--- src/rtl/sp_link_ctrl.sv ---
// Receive-side link controller: brings the link up, qualifies converter bytes and forwards payload to a FIFO.
// Optional statistics counters (err_cnt/drop_cnt) are built only when SP_LINK_STATS_EN is defined.
module sp_link_ctrl #(
  parameter logic [7:0] IDLE_BYTE = 8'hBC,
  parameter int         TRAIN_CNT = 4,
  parameter int         ERR_LIMIT = 3,
  parameter int         CNT_W     = 8
) (
  input  logic             clk_4f,
  input  logic             reset_L,
  input  logic             enable,
  input  logic [7:0]       data_in,
  input  logic             valid_in,
  input  logic             active_in,
  input  logic             fifo_full,
  output logic [7:0]       data_out,
  output logic             push,
  output logic             link_up,
  output logic [2:0]       state,
  output logic             realign,
  output logic [CNT_W-1:0] err_cnt,
  output logic [CNT_W-1:0] drop_cnt
);

  localparam logic [2:0] ST_IDLE     = 3'd0;
  localparam logic [2:0] ST_WAIT_ACT = 3'd1;
  localparam logic [2:0] ST_TRAIN    = 3'd2;
  localparam logic [2:0] ST_LINK_UP  = 3'd3;
  localparam logic [2:0] ST_ERROR    = 3'd4;

  localparam logic [3:0] TRAIN_LAST = 4'(TRAIN_CNT - 1);
  localparam logic [3:0] ERR_LAST   = 4'(ERR_LIMIT - 1);

  logic [2:0] state_r;
  logic [2:0] state_nxt_s;
  logic [3:0] run_r;
  logic [3:0] cerr_r;
  logic [7:0] data_out_r;
  logic       push_r;
  logic       link_up_r;
  logic       realign_r;

  logic idle_ok_s;
  logic bad_idle_s;
  logic in_link_s;
  logic push_s;
  logic err_s;
  logic link_up_s;
  logic realign_s;

  assign idle_ok_s  = !valid_in && (data_in == IDLE_BYTE);
  assign bad_idle_s = !valid_in && (data_in != IDLE_BYTE);

  // State register.
  always_ff @(posedge clk_4f or negedge reset_L) begin
    if (!reset_L) begin
      state_r <= ST_IDLE;
    end else begin
      state_r <= state_nxt_s;
    end
  end

  // Next-state logic; enable=0 overrides everything, lock loss overrides the error limit.
  always_comb begin
    state_nxt_s = state_r;
    if (!enable) begin
      state_nxt_s = ST_IDLE;
    end else begin
      case (state_r)
        ST_IDLE:     state_nxt_s = ST_WAIT_ACT;
        ST_WAIT_ACT: state_nxt_s = active_in ? ST_TRAIN : ST_WAIT_ACT;
        ST_TRAIN: begin
          if (!active_in) begin
            state_nxt_s = ST_WAIT_ACT;
          end else if (idle_ok_s && (run_r == TRAIN_LAST)) begin
            state_nxt_s = ST_LINK_UP;
          end else begin
            state_nxt_s = ST_TRAIN;
          end
        end
        ST_LINK_UP: begin
          if (!active_in) begin
            state_nxt_s = ST_WAIT_ACT;
          end else if (bad_idle_s && (cerr_r == ERR_LAST)) begin
            state_nxt_s = ST_ERROR;
          end else begin
            state_nxt_s = ST_LINK_UP;
          end
        end
        ST_ERROR:    state_nxt_s = ST_WAIT_ACT;
        default:     state_nxt_s = ST_IDLE;
      endcase
    end
  end

  // Output decode; bytes are only qualified while the link stays up this cycle.
  always_comb begin
    in_link_s = 1'b0;
    if ((state_r == ST_LINK_UP) && enable && active_in) begin
      in_link_s = 1'b1;
    end else begin
      in_link_s = 1'b0;
    end
    push_s    = in_link_s && valid_in && !fifo_full;
    err_s     = in_link_s && bad_idle_s;
    link_up_s = (state_nxt_s == ST_LINK_UP);
    realign_s = (state_nxt_s == ST_ERROR);
  end

  // Registered outputs and the training/consecutive-error run counters.
  always_ff @(posedge clk_4f or negedge reset_L) begin
    if (!reset_L) begin
      data_out_r <= 8'd0;
      push_r     <= 1'b0;
      link_up_r  <= 1'b0;
      realign_r  <= 1'b0;
      run_r      <= 4'd0;
      cerr_r     <= 4'd0;
    end else begin
      data_out_r <= data_in;
      push_r     <= push_s;
      link_up_r  <= link_up_s;
      realign_r  <= realign_s;
      if ((state_r == ST_TRAIN) && enable && active_in && idle_ok_s) begin
        run_r <= run_r + 4'd1;
      end else begin
        run_r <= 4'd0;
      end
      if (err_s) begin
        cerr_r <= cerr_r + 4'd1;
      end else if (in_link_s && idle_ok_s) begin
        cerr_r <= 4'd0;
      end else if (state_r != ST_LINK_UP) begin
        cerr_r <= 4'd0;
      end else begin
        cerr_r <= cerr_r;
      end
    end
  end

`ifdef SP_LINK_STATS_EN
  logic [CNT_W-1:0] err_cnt_r;
  logic [CNT_W-1:0] drop_cnt_r;
  logic             drop_s;

  assign drop_s = in_link_s && valid_in && fifo_full;

  // Saturating statistics counters, cleared only by reset.
  always_ff @(posedge clk_4f or negedge reset_L) begin
    if (!reset_L) begin
      err_cnt_r  <= '0;
      drop_cnt_r <= '0;
    end else begin
      if (err_s && (err_cnt_r != {CNT_W{1'b1}})) begin
        err_cnt_r <= err_cnt_r + {{(CNT_W-1){1'b0}}, 1'b1};
      end else begin
        err_cnt_r <= err_cnt_r;
      end
      if (drop_s && (drop_cnt_r != {CNT_W{1'b1}})) begin
        drop_cnt_r <= drop_cnt_r + {{(CNT_W-1){1'b0}}, 1'b1};
      end else begin
        drop_cnt_r <= drop_cnt_r;
      end
    end
  end

  assign err_cnt  = err_cnt_r;
  assign drop_cnt = drop_cnt_r;
`else
  assign err_cnt  = '0;
  assign drop_cnt = '0;
`endif

  assign data_out = data_out_r;
  assign push     = push_r;
  assign link_up  = link_up_r;
  assign state    = state_r;
  assign realign  = realign_r;

endmodule

--- config.mk ---
export PLATFORM = sky130hd
export DESIGN_NAME = sp_link_ctrl
export DESIGN_NICKNAME = d
export VERILOG_FILES = /design/src/rtl/sp_link_ctrl.sv
export SDC_FILE = /design/constraint.sdc
export NUM_CORES = 1
export LEC_CHECK = 0
export ABC_CLOCK_PERIOD_IN_PS = 2100
export BUFFER_PORTS_ARGS = -buffer_cell sky130_fd_sc_hd__buf_2
export CORE_ASPECT_RATIO = 1.25
export CORE_MARGIN = 2
export CORE_UTILIZATION = 40
export CTS_CLUSTER_SIZE = 16
export DETAILED_ROUTE_END_ITERATION = 10
export PLACE_DENSITY = 0.69
export SYNTH_ARGS = -nofsm -noshare
export SYNTH_HDL_FRONTEND = slang
export SYNTH_SLANG_ARGS = --single-unit
export TNS_END_PERCENT = 100
--- constraint.sdc ---
create_clock -name clk_4f -period 2.1 [get_ports clk_4f]
set_input_delay 0.42 -clock clk_4f [delete_from_list [all_inputs] [get_ports clk_4f]]
set_output_delay 0.42 -clock clk_4f [all_outputs]
set_load 0.05 [all_outputs]
==> results of run 1 <==
[synth_stat cells (2+ instances only)]
cell      n  area [um^2]
and3b_1   2         17.5
buf_4    16          120
dfrtp_1  22          551
ha_1      3         37.5
inv_1     3         11.3
nand2_1   5         18.8
nand3_1   2         10.0
nor2_1    9         33.8
nor3_1    2         10.0
nor4b_1   5         43.8
o21ai_0   5         25.0
o311a_1   2         20.0
xnor2_1   2         17.5
[cell type report]
type / instances / area [um^2]
Fill cell: 251 / 1240
Sequential cell: 22 / 551
Multi-Input combinational cell: 68 / 418
Timing Repair Buffer: 29 / 150
Tap cell: 33 / 41.3
Clock buffer: 4 / 36.3
Inverter: 3 / 11.3
[stage by stage]
| stage | hold slack, ns | power [mW] | worst slack [ns] |
|---|---|---|---|
| 2_1_floorplan | 0.124 | 0.590 | 0.145 |
| 3_3_place_gp | 0.405 | 0.605 | 0.0217 |
| 3_5_place_dp | 0.405 | 0.606 | 0.00219 |
| 4_1_cts | 0.0606 | 0.836 | 0.325 |
| 5_1_grt | 0.0683 | 0.866 | 0.222 |
| 6_report | 0.0497 | 0.823 | 0.315 |
[how the worst min path moves through the flow]
stage	endpoint	depth (start not counted)	slack (ns)	start
finish	push$_DFF_PN0_	1	0.05	reset_L
global route	push$_DFF_PN0_	1	0.07	reset_L
CTS	push$_DFF_PN0_	1	0.06	reset_L
detailed placement	push$_DFF_PN0_	1	0.41	reset_L
global placement	data_out[4]$_DFF_PN0_	1	0.40	reset_L
floorplan	cerr_r[0]$_DFFE_PN0P_	0	0.12	reset_L
[critical path, stage by stage]
cell	delay (ns)
buf_2	0.10
or4b_4	0.53
or4_4	0.49
nor3_1	0.27
o311a_1	0.22
[per-layer routing]
metal / vias up / global-route usage / part of all wire
li1: 364 / - / -
met4: 0 / 0.0595 / 0.0072
met1: 358 / 0.152 / 0.42
met5: - / 0 / 0
met2: 33 / 0.208 / 0.47
met3: 2 / 0.0364 / 0.097
[registers in the layout (all words and copies together), names as in the netlist]
register,count
cerr_r,4
data_out,8
link_up,1
push,1
realign,1
run_r,4
state,3
[power by group]
part | switching, mW | total, mW | internal, mW | leakage (nW)
Sequential | 0.00731 | 0.442 | 0.434 | 0.286
Clock | 0.120 | 0.226 | 0.106 | 0.0210
Combinational | 0.130 | 0.155 | 0.0258 | 0.312
[cell families after synthesis]
logic type                 Yosys count  synth area share
and+or+nand+nor                     32             0.188
DFF                                 22             0.526
buffers and inverters               20             0.129
AOI/OAI and AO/OA                   14            0.0932
xor gates and xnor gates             3            0.0251
adders and majority gates            3            0.0358
other                                1           0.00358
==> results by group, run 1 <==
CTS
  • Max H-tree Level: 1
  • Clock Path Buffers: 2
  • Post-CTS Setup Bufs: 0
  • Gates resized, CTS repair: 0
  • Clock transition at path regs: between 0.1 and 0.15 ns
  • Hold-fix buffers, CTS: 0
  • CTS root buffer: clkbuf_4
  • TritonCTS clock tree: built
  • CTS Sinks: 22
  • Number of buffers inserted during clock tree synthesis: 3
  • Clock latency on the worst-skew pair: 0.30 ns

Logic synthesis
  • Flops & latches, synth: 22
  • Mapped cell area: around 1000 um^2
  • Sequential share of the synthesized area: 0.526
  • Yosys warns: 0
  • Top_reg_cell synth: dfrtp_1
  • Number of synthesized flops with an enable pin: 0
  • Synth cell types: 30
  • Post-Synthesis Cells: 95
  • Syn Area/Cell: 11.0 um^2
  • Ys async rst share: 1.00

Global routing
  • First-pass GRT wire length: a little under 3 mm
  • Largest net degree at the start of global routing: 23
  • GRT Total Usage: 0.125
  • Overflow after GRT: 0
  • Number of antenna violations at the first check in global routing: 0
  • Vias in the first global route: around 670

Worst setup path
  • Reg2Reg Depth: 6
  • Reg2reg setup slack: around 0.33 ns
  • Worst Setup EP: link_up$_DFF_PN0_
  • Worst Setup SP: data_in[6]
  • Kind of critical path: in -> reg
  • Worst path required time: between 2 and 2.5 ns
  • Worst Setup Start Kind: input port
  • Reg2reg end: state[0]$_DFF_PN0_
  • Reg2reg start: cerr_r[0]$_DFFE_PN0P_
  • Critical path endpoint category: flop
  • Arr. time, crit path: ~2.0 ns
  • Worst-path fanout max: 2

Final layout
  • Synthesis-to-layout area growth: 15.3%
  • Share of cells above drive strength 1: 0.286
  • Finished Cell Area: ~1200 um^2
  • ANT cells: 0
  • Commonest cells after routing, fill and taps aside: 27 x buf_2, 22 x dfrtp_1, 16 x conb_1
  • Final core occ: 0.492
  • Most common cell after layout, fill and taps aside: buf_2
  • Total Nets Final: around 140
  • Final Non-Filler Cells: between 150 and 200

Placed design
  • DP Area: about 1200 um^2
  • I/O Buffers: 27
  • GPL Wtd Cong: roughly 0.75
  • Dpl cells: between 150 and 200
  • DP HPWL: 1.39 mm

Job
  • Max Cap Viol: 0

Pwr
  • Pleak: a little over 0.6 nW
  • Power density over cell area: between 600 and 700 nW/um^2
  • Peak VDD IR: around 0.34 mV

Hold path
  • Hold Path Class: in -> async

Route
  • Routed Antenna Nets: 0
  • Post-DR wirelength/cell: around 11 um
  • WL final: around 1.8 mm
  • DR vias/cell: 4.76
  • Via count: ~760
  • Starting DRC count in detailed routing: 11
  • Drt first pass iters: 4
  • DR DRC count: 0

STA
  • Peak Freq: 0.560 GHz
  • TNS Setup: 0 ns
  • Post-route clock period utilization: 0.850
  • Layout Skew: roughly 0.0027 ns
  • Final Setup Violations: 0
  • Tmin final: 1.79 ns
  • Max-slew violations: 0
  • RSZ-0062 raised after global routing: false
  • Hold Vio Cnt, Final: 0

Die
  • Starting Density: 0.427
  • Die W: approximately 50 um
  • Area of the die: roughly 3000 um^2
  • Ports: 44
  • Die H: just over 60 um
  • Core Rows: 20
  • Core ar.: 2450 um^2

Status
  • Status: completed
No activity file was read; power rests on OpenSTA's default activity.
==> run 2: changes to the inputs <==
--- a/config.mk
+++ b/config.mk
@@ -6,7 +6,7 @@
 export NUM_CORES = 1
 export LEC_CHECK = 0
 export ABC_CLOCK_PERIOD_IN_PS = 2100
-export BUFFER_PORTS_ARGS = -buffer_cell sky130_fd_sc_hd__buf_2
+export BUFFER_PORTS_ARGS = -buffer_cell sky130_fd_sc_hd__clkbuf_2
 export CORE_ASPECT_RATIO = 1.25
 export CORE_MARGIN = 2
 export CORE_UTILIZATION = 40
==> run 2 against run 1 <==
Compared with the run above: combinational power hardly changed; count of clock-buffer cells in the layout is the same; clock skew is 0.0020 ns higher; worst setup slack better by 0.010 ns; final area did not move; via count is 0.26% lower; register-to-register slack about the same; sequential cell count is the same; critical endpoint unchanged.
==> results by group, run 2 (synthesized netlist as in run 1, its figures left out) <==
Status
  • Status: completed

Die
  • Core ar.: 2450 um^2 (unchanged)
  • Ports: 44 (unchanged)
  • Starting Density: 0.427 (unchanged)
  • Die W: 49.8 um (unchanged)
  • Die H: 61.2 um (unchanged)
  • Core Rows: 20 (unchanged)
  • Area of the die: 3050 um^2 (unchanged)

Worst setup path
  • Worst Setup Start Kind: input port
  • Worst-path fanout max: 2 (unchanged)
  • Reg2reg end: state[0]$_DFF_PN0_
  • Reg2Reg Depth: 6 (unchanged)
  • Arr. time, crit path: 2.02 ns (about the same)
  • Critical path endpoint category: flop
  • Worst path required time: 2.35 ns (about the same)
  • Reg2reg setup slack: 0.33 ns (about the same)
  • Reg2reg start: cerr_r[0]$_DFFE_PN0P_
  • Kind of critical path: in -> reg

STA
  • Rel. slew slack: 0.633
  • Peak Freq: 0.563 GHz (+0.58%)
  • Tmin final: 1.77 ns (-0.0103 ns)
  • RSZ-0062 raised after global routing: false
  • Post-route clock period utilization: 0.845 (-0.00493)
  • Final Setup Violations: 0 (unchanged)
  • Tightest Pin Transition: 0.551 ns
  • TNS Setup: 0 ns (unchanged)
  • Hold_ws: 0.0691 ns (+0.0194 ns)
  • Max-slew violations: 0 (unchanged)
  • Layout Skew: 0.00469 ns (+0.00196 ns)
  • Hold Vio Cnt, Final: 0 (unchanged)

Final layout
  • ANT cells: 0 (unchanged)
  • Most common cell after layout, fill and taps aside: clkbuf_2
  • Total Nets Final: 144 (unchanged)
  • Commonest cells after routing, fill and taps aside: 27 x clkbuf_2, 22 x dfrtp_1, 16 x conb_1
  • Max reg flops: 8 (unchanged)
  • Share of cells above drive strength 1: 0.286 (unchanged)
  • Synthesis-to-layout area growth: 15.3% (unchanged)
  • Finished Cell Area: 1210 um^2 (unchanged)

Job
  • Max Cap Viol: 0 (unchanged)

Hold path
  • Hold Path Class: in -> async

Route
  • Post-DR wirelength/cell: 11.7 um (+3.2%)
  • DR vias/cell: 4.75 (-0.26%)
  • DR DRC count: 0 (unchanged)
  • WL final: 1.86 mm (+3.2%)
  • Via count: 755 (-0.26%)
  • Drt first pass iters: 4 (unchanged)
  • Routed Antenna Nets: 0 (unchanged)
  • Starting DRC count in detailed routing: 6 (-5)

Global routing
  • First-pass GRT wire length: 2.87 mm (-0.73%)
  • Overflow after GRT: 0 (unchanged)
  • GRT Total Usage: 0.128 (+0.00285)
  • Number of antenna violations at the first check in global routing: 0 (unchanged)
  • Vias in the first global route: 672 (+0.75%)
  • Largest net degree at the start of global routing: 23 (unchanged)

CTS
  • TritonCTS clock tree: built
  • Clock Path Buffers: 2 (unchanged)
  • Clock latency on the worst-skew pair: 0.31 ns (about the same)
  • Max H-tree Level: 1 (unchanged)
  • CTS Sinks: 22 (unchanged)
  • Post-CTS Setup Bufs: 0 (unchanged)
  • Number of buffers inserted during clock tree synthesis: 3 (unchanged)
  • Hold-fix buffers, CTS: 0 (unchanged)
  • Clock transition at path regs: 0.12 ns (about the same)
  • Gates resized, CTS repair: 0 (unchanged)
  • CTS root buffer: clkbuf_4

Pwr
  • Power density over cell area: 687 nW/um^2 (+0.87%)
  • Power Total: 830 uW (+0.87%)
  • Peak VDD IR: 0.362 mV (+8.0%)
  • Pleak: 0.620 nW (about the same)

Placed design
  • GPL Wtd Cong: 0.753 (about the same)
  • DP HPWL: 1.41 mm (+1.5%)
  • I/O Buffers: 27 (unchanged)
  • DP Area: 1170 um^2 (unchanged)
run 2: layout make-up:
type | count | area [um^2]
timing repair buffer | 29 | 150
clock buffer | 4 | 36.3
multi-input combinational | 68 | 418
tap | 33 | 41.3
inverter | 3 | 11.3
sequential | 22 | 551
fill | 258 | 1240
run 2: per-stage QoR:
stage | setup WS [ns] | utilization | cells
after global placement | 0.0371 | 0.478 | 155
after detailed placement | 0.00996 | 0.478 | 155
final | 0.325 | 0.492 | 159
after floorplan | 0.145 | - | 110
after CTS | 0.340 | 0.492 | 159
after global routing | 0.257 | 0.492 | 159
run 2: how the worst max path moves through the flow:
stage / from / end / depth (start not counted)
after CTS: cerr_r[0]$_DFFE_PN0P_ / state[0]$_DFF_PN0_ / 6
after global placement: data_in[6] / run_r[2]$_DFF_PN0_ / 5
after floorplan: data_in[6] / run_r[2]$_DFF_PN0_ / 4
after detailed placement: data_in[6] / run_r[2]$_DFF_PN0_ / 5
after global routing: cerr_r[0]$_DFFE_PN0P_ / state[0]$_DFF_PN0_ / 6
final: data_in[6] / link_up$_DFF_PN0_ / 5
run 2: critical path, cell delays in order:
cell	delay [ns]
clkbuf_2	0.09
or4b_4	0.53
or4_4	0.49
nor3_1	0.27
o311a_1	0.23
run 2: per-layer routing:
metal,track usage,part of all wire
met2,0.194,0.45
met3,0.0340,0.083
met5,0,0
met4,0.0833,0.027
met1,0.163,0.44
run 2: power breakdown:
part	internal, mW	switching (mW)	leakage [nW]
Sequential	0.434	0.00818	0.286
Clock	0.106	0.126	0.0210
Combinational	0.0254	0.130	0.313
